$ cat src/rtl/router_dest_fifo_if.sv
// Handshake bundle between the router core, the destination buffer and the destination agent.
// master drives writes and read requests; slave is the buffer itself.
interface router_dest_fifo_if #(
    parameter int DATA_W = 8,
    parameter int DEPTH  = 16
);
    localparam int CW = $clog2(DEPTH + 1);

    logic              wr_en;
    logic              sop_in;
    logic [DATA_W-1:0] data_in;
    logic              full;
    logic              empty;
    logic [CW-1:0]     count;
    logic              valid_out;
    logic              read_en;
    logic [DATA_W-1:0] data_out;
    logic              pkt_done;
    logic              soft_rst;

    modport master (
        output wr_en, sop_in, data_in, read_en,
        input  full, empty, count, valid_out, data_out, pkt_done, soft_rst
    );

    modport slave (
        input  wr_en, sop_in, data_in, read_en,
        output full, empty, count, valid_out, data_out, pkt_done, soft_rst
    );
endinterface

$ cat src/rtl/router_dest_fifo.sv
// Destination-port byte FIFO with packet-end tracking from the header length field
// and a stall-timeout flush that empties the buffer when the reader stops draining it.
module router_dest_fifo #(
    parameter int DATA_W  = 8,
    parameter int DEPTH   = 16,
    parameter int TIMEOUT = 30
) (
    input  logic                clk,
    input  logic                rst,
    router_dest_fifo_if.slave   bus
);
    localparam int AW = $clog2(DEPTH);
    localparam int CW = $clog2(DEPTH + 1);
    localparam int TW = $clog2(TIMEOUT + 1);
    localparam int RW = DATA_W - 1;

    logic [DATA_W:0]   mem [DEPTH];
    logic [AW-1:0]     wptr, rptr;
    logic [CW-1:0]     count_q;
    logic [TW-1:0]     timer;
    logic [RW-1:0]     remaining;
    logic [DATA_W-1:0] data_q;
    logic              pkt_done_q, soft_rst_q;

    logic              empty_w, full_w, stall, flush, wr_fire, rd_fire;
    logic [DATA_W:0]   rd_entry;

    assign empty_w  = (count_q == '0);
    assign full_w   = (count_q == CW'(DEPTH));
    assign stall    = !empty_w && !bus.read_en;
    assign flush    = stall && (timer == TW'(TIMEOUT - 1));
    // A write landing on the flush edge is dropped so the buffer really comes out empty.
    assign wr_fire  = bus.wr_en && !full_w && !flush;
    assign rd_fire  = bus.read_en && !empty_w;
    assign rd_entry = mem[rptr];

    assign bus.full      = full_w;
    assign bus.empty     = empty_w;
    assign bus.count     = count_q;
    assign bus.valid_out = !empty_w;
    assign bus.data_out  = data_q;
    assign bus.pkt_done  = pkt_done_q;
    assign bus.soft_rst  = soft_rst_q;

    // NOTE: storage has no reset; stale entries are unreachable once the pointers and count clear.
    always_ff @(posedge clk) begin
        if (wr_fire) mem[wptr] <= {bus.sop_in, bus.data_in};
    end

    always_ff @(posedge clk or posedge rst) begin
        if (rst) begin
            wptr       <= '0;
            rptr       <= '0;
            count_q    <= '0;
            timer      <= '0;
            remaining  <= '0;
            data_q     <= '0;
            pkt_done_q <= 1'b0;
            soft_rst_q <= 1'b0;
        end else begin
            pkt_done_q <= 1'b0;
            soft_rst_q <= 1'b0;
            if (flush) begin
                wptr       <= '0;
                rptr       <= '0;
                count_q    <= '0;
                timer      <= '0;
                remaining  <= '0;
                data_q     <= '0;
                soft_rst_q <= 1'b1;
            end else begin
                timer <= stall ? timer + 1'b1 : '0;
                if (wr_fire) wptr <= wptr + 1'b1;
                if (rd_fire) begin
                    rptr   <= rptr + 1'b1;
                    data_q <= rd_entry[DATA_W-1:0];
                    // Header reload covers payload plus the trailing parity byte.
                    if (rd_entry[DATA_W]) begin
                        remaining <= RW'(rd_entry[DATA_W-1:2]) + 1'b1;
                    end else if (remaining != '0) begin
                        remaining  <= remaining - 1'b1;
                        pkt_done_q <= (remaining == RW'(1));
                    end
                end
                case ({wr_fire, rd_fire})
                    2'b10:   count_q <= count_q + 1'b1;
                    2'b01:   count_q <= count_q - 1'b1;
                    default: count_q <= count_q;
                endcase
            end
        end
    end
endmodule
$ cat src/flat_wrapper.sv
// flat-port wrapper written by rule: the top's interface ports become plain ports
module router_dest_fifo_flat 
#(
    parameter int DATA_W  = 8,
    parameter int DEPTH   = 16,
    parameter int TIMEOUT = 30
)
  (clk, rst, bus_wr_en, bus_sop_in, bus_data_in, bus_read_en, bus_full, bus_empty, bus_count, bus_valid_out, bus_data_out, bus_pkt_done, bus_soft_rst);
  router_dest_fifo_if #(.DATA_W(DATA_W), .DEPTH(DEPTH)) bus_i ();
  input  logic clk;
  input  logic rst;
  input wire logic [$bits(bus_i.wr_en)-1:0] bus_wr_en;
  input wire logic [$bits(bus_i.sop_in)-1:0] bus_sop_in;
  input wire logic [$bits(bus_i.data_in)-1:0] bus_data_in;
  input wire logic [$bits(bus_i.read_en)-1:0] bus_read_en;
  output wire logic [$bits(bus_i.full)-1:0] bus_full;
  output wire logic [$bits(bus_i.empty)-1:0] bus_empty;
  output wire logic [$bits(bus_i.count)-1:0] bus_count;
  output wire logic [$bits(bus_i.valid_out)-1:0] bus_valid_out;
  output wire logic [$bits(bus_i.data_out)-1:0] bus_data_out;
  output wire logic [$bits(bus_i.pkt_done)-1:0] bus_pkt_done;
  output wire logic [$bits(bus_i.soft_rst)-1:0] bus_soft_rst;
  assign bus_i.wr_en = bus_wr_en;
  assign bus_i.sop_in = bus_sop_in;
  assign bus_i.data_in = bus_data_in;
  assign bus_i.read_en = bus_read_en;
  assign bus_full = bus_i.full;
  assign bus_empty = bus_i.empty;
  assign bus_count = bus_i.count;
  assign bus_valid_out = bus_i.valid_out;
  assign bus_data_out = bus_i.data_out;
  assign bus_pkt_done = bus_i.pkt_done;
  assign bus_soft_rst = bus_i.soft_rst;
  router_dest_fifo #(.DATA_W(DATA_W), .DEPTH(DEPTH), .TIMEOUT(TIMEOUT)) u_core (.clk(clk), .rst(rst), .bus(bus_i));
endmodule
$ cat config.mk
export PLATFORM = sky130hd
export DESIGN_NAME = router_dest_fifo_flat
export DESIGN_NICKNAME = d
export VERILOG_FILES = /design/src/rtl/router_dest_fifo_if.sv /design/src/rtl/router_dest_fifo.sv /design/src/flat_wrapper.sv
export SDC_FILE = /design/constraint.sdc
export NUM_CORES = 1
export LEC_CHECK = 0
export CAP_MARGIN = 20
export CORE_MARGIN = 2
export CORE_UTILIZATION = 55
export CTS_CLUSTER_DIAMETER = 40
export DETAILED_ROUTE_END_ITERATION = 10
export DONT_BUFFER_PORTS = 1
export PLACE_DENSITY_LB_ADDON = 0.3
export SLEW_MARGIN = 20
export SYNTH_ARGS = -nofsm -noshare
export SYNTH_HDL_FRONTEND = slang
export SYNTH_SLANG_ARGS = --single-unit
$ cat constraint.sdc
create_clock -name clk -period 5.9 [get_ports clk]
set_clock_uncertainty 0.1 [all_clocks]
set_input_delay 0.295 -clock clk [delete_from_list [all_inputs] [get_ports clk]]
set_output_delay 0.295 -clock clk [all_outputs]
set_load 0.01 [all_outputs]
Word-level counts from Yosys, hierarchy flattened
Memory sizes are Yosys's and may differ from the RTL's.
Index checks and enable logic that the tools add are counted.
{"block": "word_totals", "input_bits": 13, "mem_bits_rw": 144, "n_memories": 1, "ff_bits": 35, "wordCells": 58, "output_inout_bits": 18}
{"block": "classes", "n_eq_ne": 5, "muxes": 21, "reduce_logical": 16, "n_addsub": 7}
{"name": "u_core.mem", "words": 16, "word_bits": 9, "rd": 1, "rd_clocked_by_memory_dff": 0, "write_ports": 1, "line_no": "router_dest_fifo.sv:17", "rtl": "logic [DATA_W:0] mem [DEPTH];"}
{"cell": "7-bit two-way mux", "count": 4}
{"cell": "4-bit two-way mux", "count": 4}
{"cell": "8-bit two-way mux", "count": 2}
{"cell": "5-bit two-way mux", "count": 3}
{"cell": "5-bit by 1-bit adder with 5-bit output (second input constant)", "count": 2}
{"cell": "5-bit equality test (second input constant)", "count": 2}
{"cell": "5-bit case mux with 2 select lines", "count": 1}
{"cell": "4-bit by 1-bit adder with 4-bit output (second input constant)", "count": 2}
{"cell": "6-bit by 1-bit adder with 7-bit output (second input constant)", "count": 1}
{"cell": "7-bit by 1-bit equality test with 1-bit output (second input constant)", "count": 1}
{"cell": "1-bit two-way mux", "count": 7}
{"cell": "7-bit nonzero test", "count": 1}
{"cell": "7-bit by 1-bit subtractor with 7-bit output (second input constant)", "count": 1}
{"cell": "3-bit nonzero test", "count": 2}
{"cell": "1-bit logical AND", "count": 5}
{"cell": "5-bit zero test", "count": 1}
{"cell": "5-bit by 1-bit subtractor with 5-bit output (second input constant)", "count": 1}
{"cell": "1-bit zero test", "count": 4}
{"cell": "2-bit nonzero test", "count": 2}
{"cell": "2-bit by 1-bit equality test with 1-bit output (second input constant)", "count": 1}
{"cell": "2-bit equality test (second input constant)", "count": 1}
{"cell": "2-bit AND reduction", "count": 1}

Longest topological paths before layout
{"block": "depth", "depth_word": 9, "ltp_mapped": 16, "mapped_depth_nobuf": 14}

Worst setup path before layout
No wires, ideal clock.
{"block": "synth_timing", "kind": "flip-flop to flip-flop", "startpoint": "register u_core.count_q[1] (netlist: u_core.bus.count[1])", "endpoint": "register u_core.count_q[4] (netlist: u_core.bus.count[4])", "setup_ns": 0.132, "path_stages_with_launch": 17, "arrival_time_ns": 3.570, "path_slack_ns": 2.098, "required_time_ns": 5.668, "path_buffers": 2, "period_less_slack_ns": 3.802, "path_cell_list": "dfrtp_1 > buf_2 > or4_1 > nor2_1 > inv_1 > nand2_2 > inv_2 > clkbuf_1 > ha_1 > xor2_1 > ha_1 > o21a_1 > o221a_2 > or3_1 > a21oi_1 > xnor2_1 > nor2_1"}
{"block": "synth_via", "elab_chain_cells": 9, "word_cells_on_any_way": 17, "cone_classes": "2 x add/sub; 3 x eq/ne; 2 x mux; 10 x reduce/logical"}
{"element": "start, declared", "line_no": "router_dest_fifo.sv:19", "rtl": "logic [CW-1:0] count_q;"}
{"element": "start signal, assigned", "line_no": "router_dest_fifo.sv:86", "rtl": "2'b10: count_q <= count_q + 1'b1;"}
{"element": "start signal, assigned", "line_no": "router_dest_fifo.sv:87", "rtl": "2'b01: count_q <= count_q - 1'b1;"}
{"element": "start signal, assigned", "line_no": "router_dest_fifo.sv:88", "rtl": "default: count_q <= count_q;"}
{"element": "5-bit zero test (*)", "line_no": "router_dest_fifo.sv:28", "rtl": "assign empty_w = (count_q == '0);"}
{"element": "via bus_empty", "line_no": "flat_wrapper.sv:17", "rtl": "output wire logic [$bits(bus_i.empty)-1:0] bus_empty;"}
{"element": "1-bit zero test (*)"}
{"element": "via bus_valid_out", "line_no": "flat_wrapper.sv:19", "rtl": "output wire logic [$bits(bus_i.valid_out)-1:0] bus_valid_out;"}
{"element": "1-bit logical AND", "line_no": "router_dest_fifo.sv:30", "rtl": "assign stall = !empty_w && !bus.read_en;"}
{"element": "1-bit logical AND", "line_no": "router_dest_fifo.sv:31", "rtl": "assign flush = stall && (timer == TW'(TIMEOUT - 1));"}
{"element": "1-bit zero test", "line_no": "router_dest_fifo.sv:33", "rtl": "assign wr_fire = bus.wr_en && !full_w && !flush;"}
{"element": "1-bit logical AND", "line_no": "router_dest_fifo.sv:33"}
{"element": "2-bit by 1-bit equality test with 1-bit output or 2-bit equality test (tied branches)", "line_no": "router_dest_fifo.sv:85", "rtl": "case ({wr_fire, rd_fire})"}
{"element": "5-bit case mux with 2 select lines", "line_no": "router_dest_fifo.sv:85"}
{"element": "5-bit two-way mux", "line_no": "router_dest_fifo.sv:63", "rtl": "if (flush) begin"}
Mark *: on every way through the listed nets, which the timed path passes. The rest lies on a longest branch.
A chain may end at the register's enable or synchronous reset.

Worst setup path after layout
Ends and elaborated chain as after synthesis.

==> reports/qor_table.md <==
| Quantity | Reported | Unit |
|:---|:---|:---|
| Run status | complete, no violations | - |
| Detailed-routing wirelength on met1 | 6370 | um |
| Critical Path Start | u_core.bus.count[1]$_DFFE_PP0P_ | - |
| Buffer depth of the longest clock path | 2 | - |
| Unrepaired setup endpoints after global routing | false | - |
| Routed met3 length | 931 | um |
| First-pass GRT wire length | 22800 | um |
| Maximum cell stage delay along the critical path | 0.59 | ns |
| Setup violation total in the final timing report | 0 | - |
| NumNets Final | 490 | - |
| RD Place Congestion | 0.905 | - |
| Worst r2r dst | u_core.bus.count[4]$_DFFE_PP0P_ | - |
| Number of buffers created by CTS | 17 | - |
| FF-to-FF Start | u_core.bus.count[1]$_DFFE_PP0P_ | - |
| Die Y | 121 | um |
| Number of cell instances on the worst register-to-register path | 14 | - |
| Detail-routed via count per cell | 6.10 | - |
| Clock latency on the worst-skew pair | 0.44 | ns |
| Hold Path Class | in2reg | - |
| Crit Path Max Fanout | 18 | - |
| Worst endpoint data arrival time | 4.21 | ns |
| Clock slew seen by the registers of the worst setup and hold paths | 0.06 | ns |
| Number of buffers inserted to repair setup after CTS | 0 | - |
| Pin count of the biggest net entering global routing | 36 | - |
| Most common library cell in the layout ignoring fill and taps | sky130_fd_sc_hd__edfxtp_1 | - |
| Wire length per cell after detailed routing | 22.7 | um |
| Endpoint class of the critical path | flop | - |
| Share of flip-flops with an asynchronous set or reset after synthesis | 19.6 | % |
| CP startpoint kind | flop | - |
| Layout overhead on the synthesized area | 11.8 | % |
| Post-layout minimum cycle time | 4.00 | ns |
| Achievable clock frequency | 250 | MHz |
| Number of optimization iterations in the first detailed-route pass | 5 | - |
| Ordered cell list for the critical path | or4_1, nor2_1, inv_1, nand2_2, inv_2, ha_1, xor2_1, ha_1, o21a_1, o221a_2, or3_1, a21oi_1, xnor2_1, nor2_1 | - |
| Actual slew at the worst max-slew pin | 1.05 | ns |
| Met2 routed WL | 7230 | um |
| Die width | 121 | um |
| Post-synthesis cell area | 0.00757 | sq mm |
| Synth Flop Type | sky130_fd_sc_hd__edfxtp_1 | - |
| Number of design-rule violations left by the first detailed-router iteration | 433 | - |
| Syn Inst Count | 446 | - |
| Total via count in the routed design | 3968 | - |
| Total power density per cell area | 495 | mW/mm^2 |
| Flop and latch count out of synthesis | 179 | - |
| Number of diodes | 0 | - |
| Total of buffers placed on input and output ports | 0 | - |
| Total clock sinks | 179 | - |
| Via count of the first global-routing pass | 3999 | - |
| Area of the placeable core | 0.0133 | sq mm |
| Total routing usage reported by global routing | 21.7 | % |
| Number of antenna violations at the first check in global routing | 0 | - |
| Portion of the post-synthesis area used by sequential elements | 68.7 | % |
| Lkg Pwr | 0.00295 | uW |
| Final hold violation count | 0 | - |
| Worst Path Required | 6.11 | ns |
| I/O pin count | 31 | - |
| Top layer used by detailed routing | met4 | - |
| WL final | 14700 | um |
| Post-synth net total | 474 | - |
| H-tree levels | 4 | - |
| Final worst-path setup slack | 1.90 | ns |
| Aggregate negative setup slack | 0 | ns |
| Final hold slack | 0.0348 | ns |
| Count of cell types in the netlist | 51 | - |
| Clock root buffer | sky130_fd_sc_hd__clkbuf_16 | - |
| Number of maximum-capacitance violations | 0 | - |
| EDFF count, synth | 144 | - |
| Worst setup slack for register-to-register paths | 1.90 | ns |
| Average cell area after synthesis | 17.0 | sq um |
| Slew HR | 30.2 | % |
| Highest ir drop seen on vdd | 0.400 | mV |
| Worst slack at placement | 1.94 | ns |
| Worst setup path end | u_core.bus.count[4]$_DFFE_PP0P_ | - |
| Commonest non-fill, non-tap cells in the layout | 144 x sky130_fd_sc_hd__edfxtp_1, 34 x sky130_fd_sc_hd__dfrtp_1, 29 x sky130_fd_sc_hd__nor2_1, 29 x sky130_fd_sc_hd__mux4_2, 21 x sky130_fd_sc_hd__nand2_1 | - |
| Post-route fraction of the period consumed by the critical path | 67.8 | % |
| Yosys warning total | 0 | - |
| Layout cells sized above 1 | 16.0 | % |
| HPWL after detailed placement | 9270 | um |
| Kind of critical path | reg2reg | - |
| Min-Delay Startpoint | bus_read_en | - |
| Sum of overflow across all layers after global routing | 0 | - |
| Initial cell density of the core | 56.7 | % |
| Final-report max-slew violation count | 0 | - |
| Remaining antenna violation count after routing | 0 | - |
| Clock tree from TritonCTS | built | - |
| Slowest cell on the critical path | sky130_fd_sc_hd__or4_1 | - |
| Total number of placement rows | 42 | - |
| Post-route DRC | 0 | - |
| Floorplan die area | 0.0147 | sq mm |
==> timing repair <==
item / in CTS / in global routing
hold buffers: 11 / 0
hold endpoints to repair: 181 / 0
resized for setup: 0 / 0
endpoints found under the setup margin: 0 / 0
==> per-stage QoR <==
stage	util (%)	std cells	total power, uW	instance area, sq um
2_1_floorplan	-	446	2740	7570
3_3_place_gp	58.1	608	3000	7750
3_5_place_dp	58.1	608	3040	7750
4_1_cts	63.4	650	4200	8460
5_1_grt	63.4	650	4400	8460
6_report	63.4	650	4180	8460
==> metal layers <==
layer / vias up / global-route usage [%]
li1: 1776 / -
met1: 2033 / 29.8
met2: 138 / 33.6
met3: 21 / 5.69
met4: 0 / 8.41
met5: - / 0
==> worst min path at each step <==
stage / endpoint / cells past startpoint / slack [ns]
detailed placement: u_core.bus.data_out[0]$_DFFE_PP0P_ / 2 / 0.23
floorplan: u_core.mem[0][0]$_DFFE_PP_ / 0 / 0.29
global route: u_core.timer[1]$_DFF_PP0_ / 2 / 0.03
global placement: u_core.bus.data_out[0]$_DFFE_PP0P_ / 2 / 0.20
CTS: u_core.timer[1]$_DFF_PP0_ / 2 / 0.02
finish: u_core.timer[1]$_DFF_PP0_ / 2 / 0.03
==> final cells by class <==
cell class | count | area, sq um
clock inverter | 14 | 174
fill | 958 | 4890
timing repair buffer | 19 | 170
tap | 176 | 220
inverter | 15 | 56.3
clock buffer | 17 | 425
multi-input combinational | 230 | 2210
sequential | 179 | 5200
==> kinds of logic (layout without fill, tap and decap cells) <==
family,after synthesis,count (layout),synth area share (%)
adders and majority gates,15,15,2.48
xor gates and xnor gates,18,18,2.08
AOI/OAI and AO/OA,55,55,5.12
muxes,44,44,12.7
and+or+nand+nor,98,98,6.43
buffers and inverters,37,65,2.48
DFF,179,179,68.7
==> sequential cells by signal, summed over array words and instances (netlist names) <==
name / cells
u_core.mem: 144
u_core.bus.data_out: 8
u_core.remaining: 7
u_core.bus.count: 5
u_core.bus.pkt_done: 1
u_core.wptr: 4
u_core.timer: 5
u_core.bus.soft_rst: 1
u_core.rptr: 4
==> critical path, delay by kind of cell (launching register included) <==
family | cells | cell delay (ns)
flops | 1 | 0.52
fa+ha+maj | 2 | 0.58
compound gates | 3 | 0.63
buf+inv | 2 | 0.36
simple gates | 5 | 1.39
xor+xnor | 2 | 0.31
==> synthesized netlist by cell type (3+ instances only) <==
library cell	count	area share, %
sky130_fd_sc_hd__edfxtp_1	144	57
sky130_fd_sc_hd__dfrtp_1	35	12
sky130_fd_sc_hd__mux4_2	29	8.6
sky130_fd_sc_hd__nor2_1	29	1.4
sky130_fd_sc_hd__nand2_1	21	1.0
sky130_fd_sc_hd__ha_1	15	2.5
sky130_fd_sc_hd__inv_1	14	0.69
sky130_fd_sc_hd__a22oi_1	13	1.3
sky130_fd_sc_hd__xor2_1	12	1.4
sky130_fd_sc_hd__a22o_1	9	1.0
sky130_fd_sc_hd__and2_1	9	0.74
sky130_fd_sc_hd__clkbuf_1	9	0.45
sky130_fd_sc_hd__mux4_1	9	3.1
sky130_fd_sc_hd__a21oi_1	8	0.53
sky130_fd_sc_hd__buf_2	8	0.53
sky130_fd_sc_hd__nand3_1	8	0.53
sky130_fd_sc_hd__o21ai_0	7	0.46
sky130_fd_sc_hd__nor4_1	6	0.50
sky130_fd_sc_hd__xnor2_1	6	0.69
sky130_fd_sc_hd__mux2i_1	5	0.66
sky130_fd_sc_hd__a211oi_1	4	0.40
sky130_fd_sc_hd__nand2b_1	3	0.25
sky130_fd_sc_hd__nand3b_1	3	0.30
sky130_fd_sc_hd__nand4_1	3	0.25
sky130_fd_sc_hd__nor2b_1	3	0.25
sky130_fd_sc_hd__nor3_1	3	0.20
sky130_fd_sc_hd__or3_1	3	0.25
==> where the power goes <==
part / switching, uW / internal [uW] / total [uW]
combinational: 642 / 567 / 1210
clock: 484 / 669 / 1150
sequential: 256 / 1570 / 1820
No activity file was read; power rests on OpenSTA's default activity.
